===== config.mk =====
export PLATFORM = sky130hd
export DESIGN_NAME = lsu_ctrl_flat
export DESIGN_NICKNAME = d
export VERILOG_FILES = /design/src/rtl/lsu_pkg.sv /design/src/rtl/lsu_if.sv /design/src/rtl/lsu_ext.sv /design/src/rtl/lsu_ctrl.sv /design/src/flat_wrapper.sv
export SDC_FILE = /design/constraint.sdc
export NUM_CORES = 1
export LEC_CHECK = 0
export BUFFER_PORTS_ARGS = -buffer_cell sky130_fd_sc_hd__buf_2
export CORE_AREA = 2 2 179 181
export CTS_BUF_LIST = sky130_fd_sc_hd__clkbuf_4 sky130_fd_sc_hd__clkbuf_8
export DETAILED_ROUTE_END_ITERATION = 7
export DIE_AREA = 0 0 181 183
export PLACE_DENSITY = 0.64
export SYNTH_ARGS = -nofsm -noshare
export SYNTH_HDL_FRONTEND = slang
export SYNTH_HIERARCHICAL = 1
export SYNTH_SLANG_ARGS = --single-unit

===== constraint.sdc =====
create_clock -name clk -period 17.3 [get_ports clk]
set_input_delay 1.73 -clock clk [delete_from_list [all_inputs] [get_ports clk]]
set_output_delay 1.73 -clock clk [all_outputs]
set_load 0.1 [all_outputs]

===== src/rtl/lsu_pkg.sv =====
// Shared types, funct3 decode constants and access-width helpers for the
// load/store initiator.
package lsu_pkg;

    localparam int unsigned WDT_TYPE_CNT = 2;
    typedef logic [WDT_TYPE_CNT-1:0] wdt_t;

    localparam wdt_t WDT8  = 2'd0;
    localparam wdt_t WDT16 = 2'd1;
    localparam wdt_t WDT32 = 2'd2;
    localparam wdt_t WDT64 = 2'd3;

    localparam logic [1:0] F3_B = 2'd0;
    localparam logic [1:0] F3_H = 2'd1;
    localparam logic [1:0] F3_W = 2'd2;
    localparam logic [1:0] F3_D = 2'd3;
    localparam int unsigned F3_UNSIGNED_BIT = 2;

    typedef enum logic [2:0] {
        S_IDLE,
        S_READ,
        S_LCAP,
        S_WRITE,
        S_RESP
    } state_e;

    function automatic wdt_t f3_to_wdt(input logic [2:0] f3);
        wdt_t w;
        case (f3[1:0])
            F3_B:    w = WDT8;
            F3_H:    w = WDT16;
            F3_W:    w = WDT32;
            default: w = WDT64;
        endcase
        return w;
    endfunction

    function automatic logic lsu_illegal(input logic store, input logic [2:0] f3);
        return store ? f3[F3_UNSIGNED_BIT] : (f3 == 3'b111);
    endfunction

    function automatic logic lsu_misaligned(input logic [2:0] f3, input logic [2:0] a);
        logic m;
        case (f3[1:0])
            F3_H:    m = a[0];
            F3_W:    m = |a[1:0];
            F3_D:    m = |a;
            default: m = 1'b0;
        endcase
        return m;
    endfunction

endpackage


===== src/rtl/lsu_if.sv =====
// Request/response handshake plus data-memory bus of the load/store initiator.
interface lsu_if #(
    parameter int unsigned XLEN = 64
) ();
    import lsu_pkg::*;

    logic            req_valid;
    logic            req_ready;
    logic            req_store;
    logic [2:0]      req_funct3;
    logic [XLEN-1:0] req_addr;
    logic [XLEN-1:0] req_wdata;
    logic            resp_valid;
    logic            resp_ready;
    logic [XLEN-1:0] resp_rdata;
    logic            resp_misalign;
    logic            resp_illegal;
    logic [XLEN-1:0] mem_raddr;
    logic            mem_ren;
    logic [XLEN-1:0] mem_waddr;
    logic [XLEN-1:0] mem_wdata;
    logic            mem_wen;
    wdt_t            wdt_op;
    logic [XLEN-1:0] mem_rdata;

    modport slave (
        input  req_valid, req_store, req_funct3, req_addr, req_wdata,
        input  resp_ready, mem_rdata,
        output req_ready, resp_valid, resp_rdata, resp_misalign, resp_illegal,
        output mem_raddr, mem_ren, mem_waddr, mem_wdata, mem_wen, wdt_op
    );

    modport master (
        output req_valid, req_store, req_funct3, req_addr, req_wdata,
        output resp_ready, mem_rdata,
        input  req_ready, resp_valid, resp_rdata, resp_misalign, resp_illegal,
        input  mem_raddr, mem_ren, mem_waddr, mem_wdata, mem_wen, wdt_op
    );

endinterface


===== src/rtl/lsu_ext.sv =====
// Sign/zero extension of zero-extended memory read data by RISC-V load funct3.
module lsu_ext
    import lsu_pkg::*;
#(
    parameter int unsigned XLEN = 64
) (
    input  logic [XLEN-1:0] data,
    input  logic [2:0]      funct3,
    output logic [XLEN-1:0] ext
);

    always_comb begin
        ext = data;
        if (!funct3[F3_UNSIGNED_BIT]) begin
            case (funct3[1:0])
                F3_B:    ext = {{(XLEN-8){data[7]}},   data[7:0]};
                F3_H:    ext = {{(XLEN-16){data[15]}}, data[15:0]};
                F3_W:    ext = {{(XLEN-32){data[31]}}, data[31:0]};
                default: ext = data;
            endcase
        end
    end

endmodule


===== src/rtl/lsu_ctrl.sv =====
// Load/store initiator: one request at a time, covers the one-cycle registered
// read latency, checks alignment and returns extended data via valid/ready.
module lsu_ctrl
    import lsu_pkg::*;
#(
    parameter int unsigned XLEN = 64
) (
    input logic  clk,
    input logic  rst,
    lsu_if.slave bus
);

    state_e          state_q, state_d;
    logic [XLEN-1:0] raddr_q, raddr_d;
    logic [XLEN-1:0] waddr_q, waddr_d;
    logic [XLEN-1:0] wdata_q, wdata_d;
    logic [XLEN-1:0] rdata_q, rdata_d;
    logic [2:0]      f3_q, f3_d;
    wdt_t            wdt_q, wdt_d;
    logic            misalign_q, misalign_d;
    logic            illegal_q, illegal_d;
    logic [XLEN-1:0] ext_data;

    lsu_ext #(.XLEN(XLEN)) u_ext (
        .data   (bus.mem_rdata),
        .funct3 (f3_q),
        .ext    (ext_data)
    );

    always_comb begin
        state_d    = state_q;
        raddr_d    = raddr_q;
        waddr_d    = waddr_q;
        wdata_d    = wdata_q;
        rdata_d    = rdata_q;
        f3_d       = f3_q;
        wdt_d      = wdt_q;
        misalign_d = misalign_q;
        illegal_d  = illegal_q;
        case (state_q)
            S_IDLE: begin
                if (bus.req_valid) begin
                    f3_d       = bus.req_funct3;
                    rdata_d    = '0;
                    misalign_d = 1'b0;
                    illegal_d  = 1'b0;
                    if (lsu_illegal(bus.req_store, bus.req_funct3)) begin
                        illegal_d = 1'b1;
                        state_d   = S_RESP;
                    end else if (lsu_misaligned(bus.req_funct3, bus.req_addr[2:0])) begin
                        misalign_d = 1'b1;
                        state_d    = S_RESP;
                    end else begin
                        // Memory-side address/data only move on a legal access so
                        // they never toggle for faulted requests.
                        wdt_d = f3_to_wdt(bus.req_funct3);
                        if (bus.req_store) begin
                            waddr_d = bus.req_addr;
                            wdata_d = bus.req_wdata;
                            state_d = S_WRITE;
                        end else begin
                            raddr_d = bus.req_addr;
                            state_d = S_READ;
                        end
                    end
                end
            end
            S_READ:  state_d = S_LCAP;
            S_LCAP: begin
                rdata_d = ext_data;
                state_d = S_RESP;
            end
            S_WRITE: state_d = S_RESP;
            S_RESP: begin
                if (bus.resp_ready) state_d = S_IDLE;
            end
            default: state_d = S_IDLE;
        endcase
    end

    always_ff @(posedge clk or posedge rst) begin
        if (rst) begin
            state_q    <= S_IDLE;
            raddr_q    <= '0;
            waddr_q    <= '0;
            wdata_q    <= '0;
            rdata_q    <= '0;
            f3_q       <= '0;
            wdt_q      <= WDT8;
            misalign_q <= 1'b0;
            illegal_q  <= 1'b0;
        end else begin
            state_q    <= state_d;
            raddr_q    <= raddr_d;
            waddr_q    <= waddr_d;
            wdata_q    <= wdata_d;
            rdata_q    <= rdata_d;
            f3_q       <= f3_d;
            wdt_q      <= wdt_d;
            misalign_q <= misalign_d;
            illegal_q  <= illegal_d;
        end
    end

    // Enables decode straight from the async-reset state so reset drops them at once.
    assign bus.req_ready     = (state_q == S_IDLE);
    assign bus.resp_valid    = (state_q == S_RESP);
    assign bus.mem_ren       = (state_q == S_READ);
    assign bus.mem_wen       = (state_q == S_WRITE);
    assign bus.resp_rdata    = rdata_q;
    assign bus.resp_misalign = misalign_q;
    assign bus.resp_illegal  = illegal_q;
    assign bus.mem_raddr     = raddr_q;
    assign bus.mem_waddr     = waddr_q;
    assign bus.mem_wdata     = wdata_q;
    assign bus.wdt_op        = wdt_q;

endmodule


===== src/flat_wrapper.sv =====
// flat-port wrapper written by rule: the top's interface ports become plain ports
module lsu_ctrl_flat import lsu_pkg::*;
#(
    parameter int unsigned XLEN = 64
)
  (clk, rst, bus_req_valid, bus_req_store, bus_req_funct3, bus_req_addr, bus_req_wdata, bus_resp_ready, bus_mem_rdata, bus_req_ready, bus_resp_valid, bus_resp_rdata, bus_resp_misalign, bus_resp_illegal, bus_mem_raddr, bus_mem_ren, bus_mem_waddr, bus_mem_wdata, bus_mem_wen, bus_wdt_op);
  lsu_if #(.XLEN(XLEN)) bus_i ();
  input logic clk;
  input logic rst;
  input wire logic [$bits(bus_i.req_valid)-1:0] bus_req_valid;
  input wire logic [$bits(bus_i.req_store)-1:0] bus_req_store;
  input wire logic [$bits(bus_i.req_funct3)-1:0] bus_req_funct3;
  input wire logic [$bits(bus_i.req_addr)-1:0] bus_req_addr;
  input wire logic [$bits(bus_i.req_wdata)-1:0] bus_req_wdata;
  input wire logic [$bits(bus_i.resp_ready)-1:0] bus_resp_ready;
  input wire logic [$bits(bus_i.mem_rdata)-1:0] bus_mem_rdata;
  output wire logic [$bits(bus_i.req_ready)-1:0] bus_req_ready;
  output wire logic [$bits(bus_i.resp_valid)-1:0] bus_resp_valid;
  output wire logic [$bits(bus_i.resp_rdata)-1:0] bus_resp_rdata;
  output wire logic [$bits(bus_i.resp_misalign)-1:0] bus_resp_misalign;
  output wire logic [$bits(bus_i.resp_illegal)-1:0] bus_resp_illegal;
  output wire logic [$bits(bus_i.mem_raddr)-1:0] bus_mem_raddr;
  output wire logic [$bits(bus_i.mem_ren)-1:0] bus_mem_ren;
  output wire logic [$bits(bus_i.mem_waddr)-1:0] bus_mem_waddr;
  output wire logic [$bits(bus_i.mem_wdata)-1:0] bus_mem_wdata;
  output wire logic [$bits(bus_i.mem_wen)-1:0] bus_mem_wen;
  output wire logic [$bits(bus_i.wdt_op)-1:0] bus_wdt_op;
  assign bus_i.req_valid = bus_req_valid;
  assign bus_i.req_store = bus_req_store;
  assign bus_i.req_funct3 = bus_req_funct3;
  assign bus_i.req_addr = bus_req_addr;
  assign bus_i.req_wdata = bus_req_wdata;
  assign bus_i.resp_ready = bus_resp_ready;
  assign bus_i.mem_rdata = bus_mem_rdata;
  assign bus_req_ready = bus_i.req_ready;
  assign bus_resp_valid = bus_i.resp_valid;
  assign bus_resp_rdata = bus_i.resp_rdata;
  assign bus_resp_misalign = bus_i.resp_misalign;
  assign bus_resp_illegal = bus_i.resp_illegal;
  assign bus_mem_raddr = bus_i.mem_raddr;
  assign bus_mem_ren = bus_i.mem_ren;
  assign bus_mem_waddr = bus_i.mem_waddr;
  assign bus_mem_wdata = bus_i.mem_wdata;
  assign bus_mem_wen = bus_i.mem_wen;
  assign bus_wdt_op = bus_i.wdt_op;
  lsu_ctrl #(.XLEN(XLEN)) u_core (.clk(clk), .rst(rst), .bus(bus_i));
endmodule

==> results.json <==
{
  "clk_latency_ps": 550,
  "vias": 8087,
  "synth.net_count": 957,
  "endpoint_kind": "asynchronous set/reset pin",
  "yosysWarnings": 6,
  "avgSynthCellArea_sq_um": 15.12,
  "cts_buffers": 46,
  "place_ws_ps": 12890,
  "tightestPinTransition_ps": 1197,
  "cts_max_level": 2,
  "viasPerCell": 4.916,
  "drive_gt1_frac": 0.6285,
  "crit_path_frequent_cell": "buf_4",
  "clock.fmax_mhz": 281.1,
  "fin_nets": 1408,
  "hold_buffers": 0,
  "status": "finished clean",
  "place_area_sq_um": 13860,
  "drt_iter0_drc": 352,
  "synthFlopType": "dfrtp_1",
  "rows": 65,
  "required_ps": 17850,
  "wl_met1_um": 12370,
  "final.setup_skew_ps": 22.49,
  "gp_congestion": 0.7887,
  "clk_pin_slew_ps": 60,
  "dieArea_sq_um": 33120,
  "setup_violations": 0,
  "clock_sinks": 266,
  "die_h_um": 183,
  "cts_tree": "done",
  "synth_cell_types": 38,
  "fin_crit_ps": 3557,
  "drc": 0,
  "fin_hold_ws_ps": 458.8,
  "crit_chain": "buf_2, inv_8, buf_4, buf_4",
  "initial_core_util": 0.3664,
  "final.setup.worst_slack_ps": 13740,
  "grt_pass1_vias": 8523,
  "rsz0062_at_grt": "no",
  "design.portCount": 464,
  "slowest_stage": "buf_4",
  "cp_max_fo": 126,
  "slew_headroom": 0.2020,
  "crit_arrival_ps": 4110,
  "finalMaxSlewViolations": 0,
  "synth_area_sq_um": 11440,
  "period_share": 0.2056,
  "cpPeakStageDelay_ps": 840,
  "final_common_cell": "buf_2",
  "die_w_um": 181,
  "post_cts_buffers": 0,
  "timing.setup.tns_ps": 0,
  "routed_wl_um": 30600,
  "numPortBuffers": 463,
  "synthCells": 757,
  "avgRoutedWirePerCell_um": 18.60,
  "ys_async_sr_fraction": 1.000,
  "firstDrtPassIters": 4,
  "wl_met3_um": 2898,
  "antenna_found_initial": 2,
  "hpwl_um": 20480,
  "hp-class": "reg2reg",
  "fin_area_sq_um": 14910,
  "start_kind": "input port",
  "ctsRootBufferMaster": "clkbuf_8",
  "ant_nets": 0,
  "groute.usage.overall": 0.1779,
  "syn_to_final_growth_pct": 30.29,
  "highest_layer": "met5",
  "nFillCells": 2802,
  "ys_ff_latch": 266,
  "yosysSeqAreaShare": 0.5817,
  "synth_edf_count": 0,
  "final_cell_mix": "buf_2, dfrtp_1, mux2_4, mux2_2, a22o_1",
  "final_hold_viol_count": 0,
  "crit_type": "in2async",
  "grt-ovfl-total": 0,
  "multi_input_area_sq_um": 4149,
  "clock_path_buffers": 3,
  "wl_met2_um": 14390,
  "grt_pass1_wl_um": 47410,
  "grt_max_degree": 129,
  "coreArea_sq_um": 31230,
  "cts.repair.resized": 0,
  "cap_viol_max_count": 0,
  "regArea_sq_um": 6656
}
cell families after synthesis:
family,after synthesis,synth area share
simple gates,45,0.02198
mux,195,0.2246
compound gates,145,0.1122
flops,266,0.5817
buf+inv,106,0.05959
registers in the layout (all words and copies together), names as in the netlist:
register and flops:
u_core/state_q 3, u_core/bus.resp_rdata 64, u_core/bus.wdt_op 2, u_core/bus.mem_wdata 64, u_core/bus.mem_raddr 64, u_core/bus.resp_illegal 1
u_core/bus.mem_waddr 64, u_core/bus.resp_misalign 1, u_core/f3_q 3
synth_stat cells (9+ instances only):
cell | instances | area [sq um]
mux2_2 | 93 | 1047
buf_12 | 11 | 220.2
a221oi_2 | 20 | 300.3
buf_4 | 9 | 67.56
o21ai_0 | 17 | 85.08
mux2_4 | 100 | 1501
a221oi_1 | 12 | 105.1
clkbuf_1 | 25 | 93.84
a22o_1 | 64 | 560.5
inv_1 | 35 | 131.4
nand2_1 | 22 | 82.58
buf_2 | 21 | 105.1
o31ai_1 | 24 | 180.2
dfrtp_1 | 266 | 6656
final cells by class:
class	instances	share of cell area
inverter	35	0.009315
tap	402	0.03374
clock buffer	70	0.05916
sequential	266	0.4465
antenna	2	0.0003357
multi-input combinational	385	0.2783
clock inverter	11	0.01091
timing repair buffer	474	0.1618
stage by stage:
| step | cells | utilization |
|---|---|---|
| final | 1645 | 0.4774 |
| after global routing | 1643 | 0.4772 |
| after CTS | 1643 | 0.4772 |
| after detailed placement | 1562 | 0.4438 |
| after global placement | 1562 | 0.4438 |
| after floorplan | 757 | - |
layer usage:
layer | vias up | track usage
met5 | - | 0
met4 | 2 | 0.06407
met3 | 71 | 0.06354
met2 | 375 | 0.2902
met1 | 3985 | 0.2188
li1 | 3654 | -
worst paths after layout:
path                            cells after the start                  endpoint                     start  slack [ps]
worst max register to register                      5  u_core/bus.mem_wdata[31]         u_core/state_q[2]       14490
worst min-delay path                                2  u_core/bus.resp_misalign  u_core/bus.resp_misalign         460
min in group asynchronous                           2         u_core/state_q[0]                       rst        1310
max in group clk                                    3               bus_mem_ren         u_core/state_q[0]       13780
worst min register to register                      2  u_core/bus.resp_misalign  u_core/bus.resp_misalign         460
worst max-delay path                                4  u_core/bus.mem_waddr[38]                       rst       13740
worst max-delay path: cells and delay by family:
kind	cells	cell delay (ps)
buffers and inverters	4	2280
Power is not shown: default switching activity piles up to over one toggle a cycle in this logic, so the estimate is an artifact.
